--- src/rtl/cic_comp_pkg.sv ---
// cic_comp_pkg: shared constants for the CIC droop-compensation FIR.
//   DW/CW/TAPS/ACCW   : sample, coefficient, tap-count and accumulator widths
//   RND_SHIFT         : output scaling (coefficient DC gain is 2^12)
//   ST_*              : FSM state encoding
//   coef_at()         : half coefficient table c0..c7 (c7 is the centre tap)
//   wrap15()          : modulo-15 reduction for delay-line addressing
package cic_comp_pkg;

  localparam int DW        = 16;
  localparam int CW        = 14;
  localparam int TAPS      = 15;
  localparam int ACCW      = 34;
  localparam int RND_SHIFT = 12;

  localparam logic [1:0] ST_IDLE = 2'd0;
  localparam logic [1:0] ST_MAC  = 2'd1;
  localparam logic [1:0] ST_RND  = 2'd2;
  localparam logic [1:0] ST_OUT  = 2'd3;

  // Symmetric filter: c[14-k] = c[k], so only the first half is stored.
  function automatic logic signed [CW-1:0] coef_at(input logic [2:0] k);
    case (k)
      3'd0:    coef_at = -14'sd4;
      3'd1:    coef_at =  14'sd6;
      3'd2:    coef_at = -14'sd10;
      3'd3:    coef_at =  14'sd18;
      3'd4:    coef_at = -14'sd34;
      3'd5:    coef_at =  14'sd72;
      3'd6:    coef_at = -14'sd200;
      3'd7:    coef_at =  14'sd4400;
      default: coef_at =  14'sd0;
    endcase
  endfunction

  // Inputs never exceed 29, so one conditional subtract is enough.
  function automatic logic [3:0] wrap15(input logic [4:0] v);
    logic [4:0] t;
    t = v - 5'd15;
    if (v >= 5'd15) begin
      wrap15 = t[3:0];
    end else begin
      wrap15 = v[3:0];
    end
  endfunction

endpackage

--- src/rtl/cic_comp_fir_if.sv ---
// cic_comp_fir_if: sample/status bundle between the CIC, the FIR and the sink.
//   cfir_din/cfir_din_vld   : input sample + 1-cycle strobe (master -> slave)
//   cfir_dout/cfir_dout_vld : filtered sample + 1-cycle update strobe (slave -> master)
//   cfir_busy               : FIR is computing (slave -> master)
//   cfir_ovr_err            : sticky overrun flag (slave -> master)
interface cic_comp_fir_if;
  import cic_comp_pkg::*;

  logic signed [DW-1:0] cfir_din;
  logic                 cfir_din_vld;
  logic signed [DW-1:0] cfir_dout;
  logic                 cfir_dout_vld;
  logic                 cfir_busy;
  logic                 cfir_ovr_err;

  modport master (
    output cfir_din, cfir_din_vld,
    input  cfir_dout, cfir_dout_vld, cfir_busy, cfir_ovr_err
  );

  modport slave (
    input  cfir_din, cfir_din_vld,
    output cfir_dout, cfir_dout_vld, cfir_busy, cfir_ovr_err
  );
endinterface

--- src/rtl/cic_comp_mac.sv ---
// cic_comp_mac: single multiply-accumulate lane for the symmetric FIR.
//   i_clk, i_rst : clock, synchronous active-high reset
//   i_clr        : zero the accumulator (takes priority over i_en)
//   i_en         : add (i_xa + i_xb) * i_coef to the accumulator
//   i_xa, i_xb   : the two mirrored delay-line samples (i_xb = 0 for the centre tap)
//   i_coef       : coefficient for this step
//   o_acc        : accumulator value
module cic_comp_mac
  import cic_comp_pkg::*;
(
  input  logic                   i_clk,
  input  logic                   i_rst,
  input  logic                   i_clr,
  input  logic                   i_en,
  input  logic signed [DW-1:0]   i_xa,
  input  logic signed [DW-1:0]   i_xb,
  input  logic signed [CW-1:0]   i_coef,
  output logic signed [ACCW-1:0] o_acc
);

  logic signed [DW:0]      w_pre;
  logic signed [DW+CW:0]   w_prod;
  logic signed [ACCW-1:0]  r_acc;

  // Pre-add in 17 bits so the mirrored pair can never overflow.
  assign w_pre  = {i_xa[DW-1], i_xa} + {i_xb[DW-1], i_xb};
  assign w_prod = w_pre * i_coef;

  // Accumulator: clear at the start of each output, add once per MAC step.
  always_ff @(posedge i_clk) begin
    if (i_rst) begin
      r_acc <= '0;
    end else if (i_clr) begin
      r_acc <= '0;
    end else if (i_en) begin
      r_acc <= r_acc + {{(ACCW-DW-CW-1){w_prod[DW+CW]}}, w_prod};
    end else begin
      r_acc <= r_acc;
    end
  end

  assign o_acc = r_acc;

endmodule

--- src/rtl/cic_comp_fir.sv ---
// cic_comp_fir: 15-tap symmetric droop-compensation FIR behind the CIC decimator.
//   One shared MAC walks the 8 mirrored tap pairs, then rounds (half up), saturates
//   and registers the result; 10 clocks from accepted strobe to cfir_dout_vld.
//   cfir_clk  : clock, rising edge
//   cfir_rst  : synchronous active-high reset
//   cfir_bus  : cic_comp_fir_if.slave (din/din_vld in; dout/dout_vld/busy/ovr_err out)
// Build option: define CFIR_DECIM2_EN for an extra decimate-by-2 (every sample is
//   stored, only every second accepted sample produces an output).
module cic_comp_fir
  import cic_comp_pkg::*;
(
  input  logic           cfir_clk,
  input  logic           cfir_rst,
  cic_comp_fir_if.slave  cfir_bus
);

  logic [1:0]            r_state;
  logic [2:0]            r_k;
  logic [3:0]            r_wr_ptr;
  logic [3:0]            r_base;
  logic signed [DW-1:0]  r_mem [0:TAPS-1];
  logic signed [DW-1:0]  r_res;
  logic signed [DW-1:0]  r_dout;
  logic                  r_dout_vld;
  logic                  r_busy;
  logic                  r_ovr_err;

  logic                  w_accept;
  logic                  w_start;
  logic [3:0]            w_addr_a;
  logic [3:0]            w_addr_b;
  logic signed [DW-1:0]  w_xa;
  logic signed [DW-1:0]  w_xb;
  logic signed [CW-1:0]  w_coef;
  logic signed [ACCW-1:0] w_acc;
  logic signed [ACCW-1:0] w_rnd;
  logic signed [ACCW-1:0] w_shift;
  logic signed [DW-1:0]  w_sat;

  // Samples are only taken in IDLE; anything else is an overrun.
  assign w_accept = cfir_bus.cfir_din_vld && (r_state == ST_IDLE);

`ifdef CFIR_DECIM2_EN
  logic r_phase;

  assign w_start = w_accept && r_phase;

  // Decimation phase: flips on every stored sample, compute only on odd ones.
  always_ff @(posedge cfir_clk) begin
    if (cfir_rst) begin
      r_phase <= 1'b0;
    end else if (w_accept) begin
      r_phase <= ~r_phase;
    end else begin
      r_phase <= r_phase;
    end
  end
`else
  assign w_start = w_accept;
`endif

  // Mirrored read addresses: r_base holds the newest sample x[n];
  // x[n-k] is at base-k, x[n-14+k] is at base+1+k (both modulo 15).
  always_comb begin
    w_addr_a = wrap15({1'b0, r_base} + 5'd15 - {2'b00, r_k});
    w_addr_b = wrap15({1'b0, r_base} + 5'd1 + {2'b00, r_k});
    w_xa     = r_mem[w_addr_a];
    w_coef   = coef_at(r_k);
    // The centre tap has no partner; both addresses coincide there.
    if (r_k == 3'd7) begin
      w_xb = '0;
    end else begin
      w_xb = r_mem[w_addr_b];
    end
  end

  cic_comp_mac u_mac (
    .i_clk  (cfir_clk),
    .i_rst  (cfir_rst),
    .i_clr  (w_start),
    .i_en   (r_state == ST_MAC),
    .i_xa   (w_xa),
    .i_xb   (w_xb),
    .i_coef (w_coef),
    .o_acc  (w_acc)
  );

  // Round half up, scale by 2^-12, clamp to the 16-bit output range.
  always_comb begin
    w_rnd   = w_acc + 34'sd2048;
    w_shift = w_rnd >>> RND_SHIFT;
    if (w_shift > 34'sd32767) begin
      w_sat = 16'sh7fff;
    end else if (w_shift < -34'sd32768) begin
      w_sat = 16'sh8000;
    end else begin
      w_sat = w_shift[DW-1:0];
    end
  end

  // Control FSM, delay line, output register and status flags.
  always_ff @(posedge cfir_clk) begin
    if (cfir_rst) begin
      r_state    <= ST_IDLE;
      r_k        <= 3'd0;
      r_wr_ptr   <= 4'd0;
      r_base     <= 4'd0;
      r_res      <= '0;
      r_dout     <= '0;
      r_dout_vld <= 1'b0;
      r_busy     <= 1'b0;
      r_ovr_err  <= 1'b0;
      for (int i = 0; i < TAPS; i++) begin
        r_mem[i] <= '0;
      end
    end else begin
      r_dout_vld <= 1'b0;
      if (cfir_bus.cfir_din_vld && (r_state != ST_IDLE)) begin
        r_ovr_err <= 1'b1;
      end else begin
        r_ovr_err <= r_ovr_err;
      end
      case (r_state)
        ST_IDLE: begin
          if (w_accept) begin
            r_mem[r_wr_ptr] <= cfir_bus.cfir_din;
            r_base          <= r_wr_ptr;
            r_wr_ptr        <= (r_wr_ptr == 4'd14) ? 4'd0 : r_wr_ptr + 4'd1;
          end else begin
            r_wr_ptr        <= r_wr_ptr;
          end
          if (w_start) begin
            r_state <= ST_MAC;
            r_k     <= 3'd0;
            r_busy  <= 1'b1;
          end else begin
            r_state <= ST_IDLE;
          end
        end
        ST_MAC: begin
          r_k <= r_k + 3'd1;
          if (r_k == 3'd7) begin
            r_state <= ST_RND;
          end else begin
            r_state <= ST_MAC;
          end
        end
        ST_RND: begin
          r_res   <= w_sat;
          r_state <= ST_OUT;
        end
        ST_OUT: begin
          r_dout     <= r_res;
          r_dout_vld <= 1'b1;
          r_busy     <= 1'b0;
          r_state    <= ST_IDLE;
        end
        default: begin
          r_state <= ST_IDLE;
          r_busy  <= 1'b0;
        end
      endcase
    end
  end

  assign cfir_bus.cfir_dout     = r_dout;
  assign cfir_bus.cfir_dout_vld = r_dout_vld;
  assign cfir_bus.cfir_busy     = r_busy;
  assign cfir_bus.cfir_ovr_err  = r_ovr_err;

endmodule

--- src/flat_wrapper.sv ---
// flat-port wrapper written by rule: the top's interface ports become plain ports
module cic_comp_fir_flat import cic_comp_pkg::*;
  (cfir_clk, cfir_rst, cfir_bus_cfir_din, cfir_bus_cfir_din_vld, cfir_bus_cfir_dout, cfir_bus_cfir_dout_vld, cfir_bus_cfir_busy, cfir_bus_cfir_ovr_err);
  cic_comp_fir_if cfir_bus_i ();
  input  logic cfir_clk;
  input  logic cfir_rst;
  input wire logic [$bits(cfir_bus_i.cfir_din)-1:0] cfir_bus_cfir_din;
  input wire logic [$bits(cfir_bus_i.cfir_din_vld)-1:0] cfir_bus_cfir_din_vld;
  output wire logic [$bits(cfir_bus_i.cfir_dout)-1:0] cfir_bus_cfir_dout;
  output wire logic [$bits(cfir_bus_i.cfir_dout_vld)-1:0] cfir_bus_cfir_dout_vld;
  output wire logic [$bits(cfir_bus_i.cfir_busy)-1:0] cfir_bus_cfir_busy;
  output wire logic [$bits(cfir_bus_i.cfir_ovr_err)-1:0] cfir_bus_cfir_ovr_err;
  assign cfir_bus_i.cfir_din = cfir_bus_cfir_din;
  assign cfir_bus_i.cfir_din_vld = cfir_bus_cfir_din_vld;
  assign cfir_bus_cfir_dout = cfir_bus_i.cfir_dout;
  assign cfir_bus_cfir_dout_vld = cfir_bus_i.cfir_dout_vld;
  assign cfir_bus_cfir_busy = cfir_bus_i.cfir_busy;
  assign cfir_bus_cfir_ovr_err = cfir_bus_i.cfir_ovr_err;
  cic_comp_fir u_core (.cfir_clk(cfir_clk), .cfir_rst(cfir_rst), .cfir_bus(cfir_bus_i));
endmodule
--- config.mk ---
export PLATFORM = sky130hd
export DESIGN_NAME = cic_comp_fir_flat
export DESIGN_NICKNAME = d
export VERILOG_FILES = /design/src/rtl/cic_comp_pkg.sv /design/src/rtl/cic_comp_fir_if.sv /design/src/rtl/cic_comp_mac.sv /design/src/rtl/cic_comp_fir.sv /design/src/flat_wrapper.sv
export SDC_FILE = /design/constraint.sdc
export NUM_CORES = 1
export LEC_CHECK = 0
export ABC_AREA = 1
export BUFFER_PORTS_ARGS = -buffer_cell sky130_fd_sc_hd__clkbuf_2
export CELL_PAD_IN_SITES_DETAIL_PLACEMENT = 1
export CELL_PAD_IN_SITES_GLOBAL_PLACEMENT = 1
export CORE_MARGIN = 10
export CORE_UTILIZATION = 43
export DETAILED_ROUTE_END_ITERATION = 10
export GPL_TIMING_DRIVEN = 0
export PLACE_DENSITY_LB_ADDON = 0.08
export SLEW_MARGIN = 20
export SYNTH_ARGS = -nofsm -noshare
export SYNTH_HDL_FRONTEND = slang
export SYNTH_SLANG_ARGS = --single-unit
--- constraint.sdc ---
create_clock -name cfir_clk -period 20.8 [get_ports cfir_clk]
set_clock_uncertainty 0.15 [all_clocks]
set_input_delay 3.12 -clock cfir_clk [delete_from_list [all_inputs] [get_ports cfir_clk]]
set_output_delay 3.12 -clock cfir_clk [all_outputs]
set_load 0.005 [all_outputs]
# Word level (Yosys, flattened, before mapping)
# Memories as Yosys holds them, arrays and structs flattened. A register that Yosys moved wholly into a read port is not among the register bits.
# Index checks and enable logic that the tools add are counted.
# Widths: inputs -> output; s select.
[word_totals]
n_memories = 2
inputBits = 19
ff_bits = 82
ram_bits = 240
mem_bits_ro = 104
[op_classes]
eq_ne = 6
addsub = 11
mux = 25
multipliers = 1
n_lt_le_gt_ge = 4
reduce_logical = 11
[mem_list]
columns = ["memory", "depth", "width", "read_ports", "rd_clocked_by_memory_dff", "wr", "line_no", "rtl"]
rows = [
  ["u_core.r_mem", 15, 16, 2, 0, 15, "cic_comp_fir.sv:21", "logic signed [DW-1:0] r_mem [0:TAPS-1];"],
  ["(name not given)", 8, 13, 1, 1, 0, "cic_comp_pkg.sv:22", "case (k)"],
]
[ops]
columns = ["cell", "n"]
rows = [
  ["$mux 16", 4],
  ["$add 34x13->34 const B", 1],
  ["$add 34x34->34", 1],
  ["$mul 17x14->31", 1],
  ["$gt 22x16->1 const B", 1],
  ["$lt 22x16->1 const B", 1],
  ["$add 16x16->17", 1],
  ["$mux 4", 4],
  ["$reduce_or 16->1", 1],
  ["$ge 5x4->1 const B", 2],
  ["$mux 1", 10],
  ["$mux 3", 3],
  ["$pmux 2 s4", 1],
  ["$sub 4x4->4 const B", 2],
  ["$pmux 3 s2", 1],
  ["$reduce_and 2->1", 3],
  ["$reduce_bool 2->1", 3],
  ["$add 4x1->5 const B", 1],
  ["$add 4x4->5 const B", 1],
  ["$add 5x3->5", 1],
  ["$sub 5x3->5", 1],
  ["$add 4x1->4 const B", 1],
  ["$eq 2x2->1 const B", 2],
  ["$eq 4x4->1 const B", 1],
  ["other kinds (9)", 10],
]

# Logic depth before layout (Yosys ltp)
# Gate-level depths: netlist of run 1.
# An unclocked memory read counts as a cell.
[logic_depth]
depth_word = 9
ltp_mapped = 68
ltp_nobuf = 66

# Cells and area by module
# Synthesis of run 1 repeated with hierarchy kept, for this count alone.
[hier_totals]
cells_unflattened = 4082
area_unflattened_um2 = 30848.3
[by_module_without_submodules]
columns = ["mod", "area_each_um2", "cells_each", "n_inst", "seq_area_each_um2"]
rows = [
  ["cic_comp_fir", 17489.3, 2219, 1, 8828.5],
  ["cic_comp_mac", 13359.1, 1863, 1, 680.7],
]

# Least setup slack after synthesis of run 1
# No wires, ideal clock.
[synth_path]
path_kind = "register to register"
start = "register u_core.r_k[0]"
end = "register u_core.u_mac.r_acc[32], in the netlist u_core.u_mac.o_acc[32]"
path_stages_with_launch = 57
period_less_slack_ns = 10.375
setup_slack_ns = 10.425
t_arrival_ns = 10.109
path_cell_list = "dfxtp_1 inv_1 ha_1 fa_1 inv_1 ha_1 inv_1 nor2_1 nand3_2 nand3_2 o21ai_2 clkbuf_1 nand2_1 a21oi_1 nor2_1 nor2_1 nor2_1 ha_1 [21 not listed] o21bai_1 a21oi_1 o21ai_0 nand2_1 nand2_1 xor2_1 ha_1 nand2_1 nor4_1 nand3_1 nand3_1 nand2_1 nand2_1 nand2_1 nand3_1 nand2_1 o21ai_0 inv_1"
[synth_via]
elab_chain_len = 8
[synth_lines]
columns = ["item", "line_no", "rtl"]
rows = [
  ["start: declaration", "cic_comp_fir.sv:18", "logic [2:0] r_k;"],
  ["start signal: assignment", "cic_comp_fir.sv:141", "r_k <= r_k + 3'd1;"],
  ["$add 5x3->5", "cic_comp_fir.sv:66", "w_addr_b = wrap15({1'b0, r_base} + 5'd1 + {2'b00, r_k});"],
  ["$sub 4x4->4 or $ge 5x4->1 (tied branches)", "cic_comp_pkg.sv:38, cic_comp_pkg.sv:39", ""],
  ["$mux 4", "cic_comp_pkg.sv:39", "if (v >= 5'd15) begin"],
  ["$mem_v2 15x16", "n/a", ""],
  ["$mux 16", "cic_comp_fir.sv:70", "if (r_k == 3'd7) begin"],
  ["$add 16x16->17 (*)", "cic_comp_mac.sv:26", "assign w_pre = {i_xa[DW-1], i_xa} + {i_xb[DW-1], i_xb};"],
  ["$mul 17x14->31 (*)", "cic_comp_mac.sv:27", "assign w_prod = w_pre * i_coef;"],
  ["$add 34x34->34 (*)", "cic_comp_mac.sv:36", "r_acc <= r_acc + {{(ACCW-DW-CW-1){w_prod[DW+CW]}}, w_prod};"],
  ["end signal: assignment", "cic_comp_mac.sv:36", ""],
  ["end signal: assignment", "cic_comp_mac.sv:38", "r_acc <= r_acc;"],
  ["end: declaration", "cic_comp_mac.sv:23", "logic signed [ACCW-1:0] r_acc;"],
]
# Every way passes the cells marked *; elsewhere a longest branch is shown, timed or not.
# A chain may end at the register's enable or synchronous reset.

# Worst setup path in the final report of run 1
# Ends and elaborated chain as after synthesis.

==> results of run 1 <==
[synth_stat cells (3+ instances only)]
master / count / share of area (%)
a21oi_2: 11 / 0.34
dfxtp_1: 90 / 6.3
nand3b_1: 3 / 0.079
a21o_1: 10 / 0.26
o22ai_1: 5 / 0.11
a31oi_1: 5 / 0.11
xor2_1: 56 / 1.7
nand2_2: 18 / 0.40
buf_4: 20 / 0.53
xnor2_1: 20 / 0.62
o21a_1: 3 / 0.079
buf_2: 45 / 0.79
o21bai_1: 12 / 0.32
nor2_1: 501 / 6.6
o21ai_0: 108 / 1.9
buf_1: 4 / 0.053
nor4_1: 6 / 0.13
nand2_1: 954 / 13
inv_1: 419 / 5.5
clkbuf_1: 92 / 1.2
buf_6: 4 / 0.16
nand3_1: 468 / 8.2
nand4_1: 8 / 0.18
ha_1: 143 / 6.3
a21oi_1: 128 / 2.3
nand3_2: 5 / 0.18
edfxtp_1: 256 / 27
clkinv_1: 3 / 0.040
nor3_1: 26 / 0.46
inv_2: 8 / 0.11
or2_2: 12 / 0.26
fa_1: 202 / 14
[worst min-delay path, delay by kind of cell, from the launching register on]
kind	cells	cell delay, ns
DFF	1	0.31
and+or+nand+nor	1	0.06
AOI/OAI and AO/OA	1	0.06
[worst min path at each step]
stage / from / depth (start not counted) / slack, ns / endpoint
2_1_floorplan: u_core.r_res[15] / 2 / 0.29 / u_core.r_res[15]
4_1_cts: u_core.cfir_bus.cfir_busy / 2 / 0.33 / u_core.cfir_bus.cfir_busy
3_5_place_dp: u_core.cfir_bus.cfir_busy / 2 / 0.32 / u_core.cfir_bus.cfir_busy
6_report: u_core.cfir_bus.cfir_busy / 2 / 0.32 / u_core.cfir_bus.cfir_busy
5_1_grt: u_core.cfir_bus.cfir_busy / 2 / 0.36 / u_core.cfir_bus.cfir_busy
3_3_place_gp: u_core.u_mac.o_acc[1] / 2 / 0.31 / u_core.u_mac.o_acc[1]
[through the flow]
step                      util (%)  instances
after floorplan                  -       3666
after global placement        45.2       4567
after detailed placement      45.3       4569
after CTS                     47.4       4648
after global routing          47.4       4648
final                         47.4       4648
[sequential cells by signal, summed over array words and instances, names as in the netlist, named ones only]
register / flops
u_core.cfir_bus.cfir_busy: 1
u_core.r_res: 16
u_core.r_base: 4
u_core.r_wr_ptr: 4
u_core.r_state: 1
u_core.r_mem: 256
u_core.cfir_bus.cfir_ovr_err: 1
u_core.cfir_bus.cfir_dout: 16
u_core.u_mac.o_acc: 33
u_core.cfir_bus.cfir_dout_vld: 1
u_core.r_k: 3
u_core.w_coef: 9
[placed cells by master, fill, tap and decap left out, drive strengths merged, types with 2 or more instances in the layout]
master    count
clkinvlp      2
edfxtp      256
o21ai       111
inv         430
nand3       473
ha          143
o21a          3
nor4          7
nand3b        3
a21oi       140
a21o         10
xor2         57
xnor2        21
nor2        503
clkbuf      183
o211ai        2
nor3         28
bufinv        4
dfxtp        90
buf          75
a31oi         5
o22ai         5
fa          202
clkinv       19
or2          12
nand4         9
nand2       972
o21bai       12
[kinds of logic (layout without fill, tap and decap cells)]
group | count (synthesis) | after routing | synth area share [%]
adders and majority gates | 345 | 345 | 20.5
buffers and inverters | 595 | 713 | 8.43
AOI/OAI and AO/OA | 293 | 293 | 5.71
and+or+nand+nor | 2009 | 2009 | 29.5
DFF | 346 | 346 | 33.4
xor gates and xnor gates | 78 | 78 | 2.46
[metal layers]
layer	vias up	global-route usage, %	share of wire, %
met4	0	12.5	4.2
met1	13614	42.9	42
met3	278	12.2	13
met5	-	0	0
li1	11920	-	-
met2	1417	45.8	41
[area by class of cell]
cell class	count	area [sq um]
plain buffers	165	781
clock buffers	54	1150
clock inverters	25	241
fillers	8163	34500
inverters	430	1610
multi-input cells	2725	16500
flip-flops and latches	346	9490
well taps	864	1080
repair buffers	39	200
==> run metrics, run 1 <==
status complete, no violations; vias in the first global route 28318; wirelength, routed 125000 um; Async SR Flop Fraction 0%; worst endpoint required time 21.14 ns; Hold WS 0.322 ns; pin count of the biggest net entering global routing 17; Max Cap Viol 0; Layout area overhead 9.42%; Tot GR Track Use 32.0%; crit end category flop; antenna violations before repair 0; H-tree Lvls 2; Worst-Skew Late Latency 0.59 ns; CTS max path bufs 3; RR Endpoint u_core.u_mac.o_acc[32]; DRT antenna net count 0; number of synthesized flops with an enable pin 256; Post-CTS Setup Repair Bufs 0; mapped cell area 28400 sq um; Setup Slack @ Placement 7.19 ns; reg-to-reg slack, setup 6.81 ns; sequential share of the synthesized area 33.4%; unrepaired setup endpoints after global routing no; Worst path most repeated cell nand2_1; Final HPWL DP 96500 um; origin of the worst setup path u_core.r_k[0]; worst reg-to-reg path cell count 57; Final TNS setup 0 ns; Syn Nets 4030; period utilisation layout 67.3%; clk slew on worst S/H paths 0.06 ns; IO Count 38; buffers added on ports 37; max incr delay on CP 0.76 ns; crit path to u_core.u_mac.o_acc[32]; TritonCTS clock tree built; Avg Cell Area, Syn 7.75 sq um; Setup CP Type flop to flop; worst-path fanout max 10; Synth Register Bits 346; core area 65600 sq um; Fmax 0.0715 GHz; FF-to-FF Start u_core.r_k[0]; CTS root buf clkbuf_16; fin area 31100 sq um; post-synth cell types 50; chip width 277 um; Die Height 277 um; CP max-delay cell clkbuf_1; CP arrival 14.33 ns; RD Place Congestion 1.08; Final #Nets 4114; first-pass GRT wire length 183000 um; Setup WS post-layout 6.81 ns; Slew HR 12.1%; synth warn 0; wire per inst 27.0 um; # setup viols final 0; Die ar. 76800 sq um; # diodes 0; initial core utilization 43.3%; Top FF cell, synth edfxtp_1; final number of hold-violating endpoints 0; CTS Hold Bufs 0; class of the worst hold path flop to flop; PostCTS Resize Cnt 0; Tmin final 13.99 ns; via count 27229; number of cells on the critical path 57; Cells after Synth 3666; TritonCTS Sinks 346; Pre-antenna DRT Iters 7; placed cell area 29700 sq um; Num CTS Buffers 43; Slew Viols, Final 0; FP Rows 94; layout cells sized above 1 6.21%; Buf+Inv Stages, Crit Path 9; 1st-iter DRT viols 3103; Overflow after GRT 0; CP startpoint kind flop; drt drc 0; delay-heaviest family, CP adder cells; Least-Margin Pin Slew 1.31 ns; post-DR vias/cell 5.86
Power of run 1 is left out: the tool's default activity adds up to more than one toggle a clock period on the data nets, which glitch-free logic cannot reach.
==> run 2: changes to the inputs <==
==> constraint.sdc (replaced) <==
create_clock -name cfir_clk -period 14.3 [get_ports cfir_clk]
set_clock_uncertainty 0.15 [all_clocks]
set_input_delay 2.145 -clock cfir_clk [delete_from_list [all_inputs] [get_ports cfir_clk]]
set_output_delay 2.145 -clock cfir_clk [all_outputs]
set_load 0.005 [all_outputs]
==> run 2 against run 1 <==
Against the previous run: sequential share of layout area down 0.053 points; setup slack lost 6.2 ns; via count hardly changed; highest routed layer unchanged.
==> run metrics, run 2 (same netlist as run 1, synthesis figures left out) <==
Final HPWL DP 96500 um; CP arrival 14.06 ns; 1st-iter DRT viols 3119; via count 27208; met2 usage 45.8%; Final #Nets 4114; Layout Utilization 47.5%; buffers added on ports 37; class of the worst hold path flop to flop; placed cell area 29700 sq um; Largest register FFs 256; Worst-Skew Late Latency 0.59 ns; first-pass GRT wire length 183000 um; Slew HR 10.1%; max incr delay on CP 0.90 ns; # setup viols final 0; DRT antenna net count 0; Layout area overhead 9.61%; final number of hold-violating endpoints 0; Least-Margin Pin Slew 1.34 ns; Overflow after GRT 0; period utilisation layout 96.0%; met1 usage in global routing 42.9%; Die ar. 76800 sq um; worst endpoint required time 14.64 ns; RD Place Congestion 1.08; chip width 277 um; commonest non-fill, non-tap cell in the layout nand2_1; antenna violations before repair 0; CTS Hold Bufs 0; Die Height 277 um; fin cells 4649; fin area 31100 sq um; wire per inst 27.0 um; pin count of the biggest net entering global routing 17; CP max-delay cell clkbuf_1; Worst path most repeated cell nand2_1; unrepaired setup endpoints after global routing no; clk slew on worst S/H paths 0.06 ns; Setup CP Type flop to flop; drt drc 0; core area 65600 sq um; Max Cap Viol 0; worst reg-to-reg path cell count 56; Inst Count DP 4569; CTS max path bufs 3; most frequent cells in the layout nand2_1, nor2_1, nand3_1; crit end category flop; initial core utilization 43.3%; CTS root buf clkbuf_16; Pre-antenna DRT Iters 6; Tot GR Track Use 32.0%; largest register by flop count u_core.r_mem; wirelength, routed 125000 um; layout cells sized above 1 6.42%; post-DR vias/cell 5.85; IO Count 38; Final TNS setup 0 ns; worst-path fanout max 10; met3 Track Usage GR 12.2%; gr busiest metal met2; status complete, no violations; FP Rows 94; Hold Crit Depth 2; H-tree Lvls 2; TritonCTS clock tree built; TritonCTS Sinks 346; CP startpoint kind flop; Slew Viols, Final 0; vias in the first global route 28318; Num CTS Buffers 43; Tmin final 13.72 ns; Fmax 0.0729 GHz
run 2: cell count changes in the layout (fill, tap and decap cells not counted), sizes merged:
cell | previous run | this run
diode | 0 | 1
clkbuf | 183 | 184
buf | 75 | 74
run 2: critical path, delay by kind of cell (launching register included):
kind,cells,cell delay [ns]
adder cells (fa/ha/maj),13,5.46
XOR/XNOR,2,0.61
flip-flops,1,0.39
AND/OR/NAND/NOR,23,3.01
AO/OA/AOI/OAI,10,2.28
buffers and inverters,8,1.67
run 2: final cells by class:
class | instances | area [sq um]
Antenna cell | 1 | 2.50
Buffer | 165 | 790
Clock buffer | 54 | 1150
Clock inverter | 25 | 241
Fill cell | 8158 | 34500
Inverter | 430 | 1610
Multi-Input combinational cell | 2725 | 16600
Sequential cell | 346 | 9490
Tap cell | 864 | 1080
Timing Repair Buffer | 39 | 200
run 2: what timing repair did:
item	CTS	global route
setup buffers	0	0
endpoints found under the setup margin	0	10
resized for setup	0	22
run 2: path summary, 6_finish.rpt:
kind | from | end | slack [ns]
max reg2reg | u_core.r_k[0] | u_core.u_mac.o_acc[32] | 0.58
min | u_core.cfir_bus.cfir_busy | u_core.cfir_bus.cfir_busy | 0.32
min reg2reg | u_core.cfir_bus.cfir_busy | u_core.cfir_bus.cfir_busy | 0.32
max | u_core.r_k[0] | u_core.u_mac.o_acc[32] | 0.58
run 2: through the flow:
step	setup slack (ns)	hold slack [ns]
after floorplan	3.93	0.292
after global placement	1.05	0.307
after detailed placement	0.690	0.320
after CTS	0.594	0.331
after global routing	0.0194	0.361
final	0.579	0.322
run 2: routing by layer:
metal / part of all wire (%) / up-vias
met5: 0 / -
met4: 4.1 / 0
met3: 13 / 263
met2: 41 / 1376
met1: 42 / 13636
li1: - / 11933
Power of run 2 is left out for the same reason.
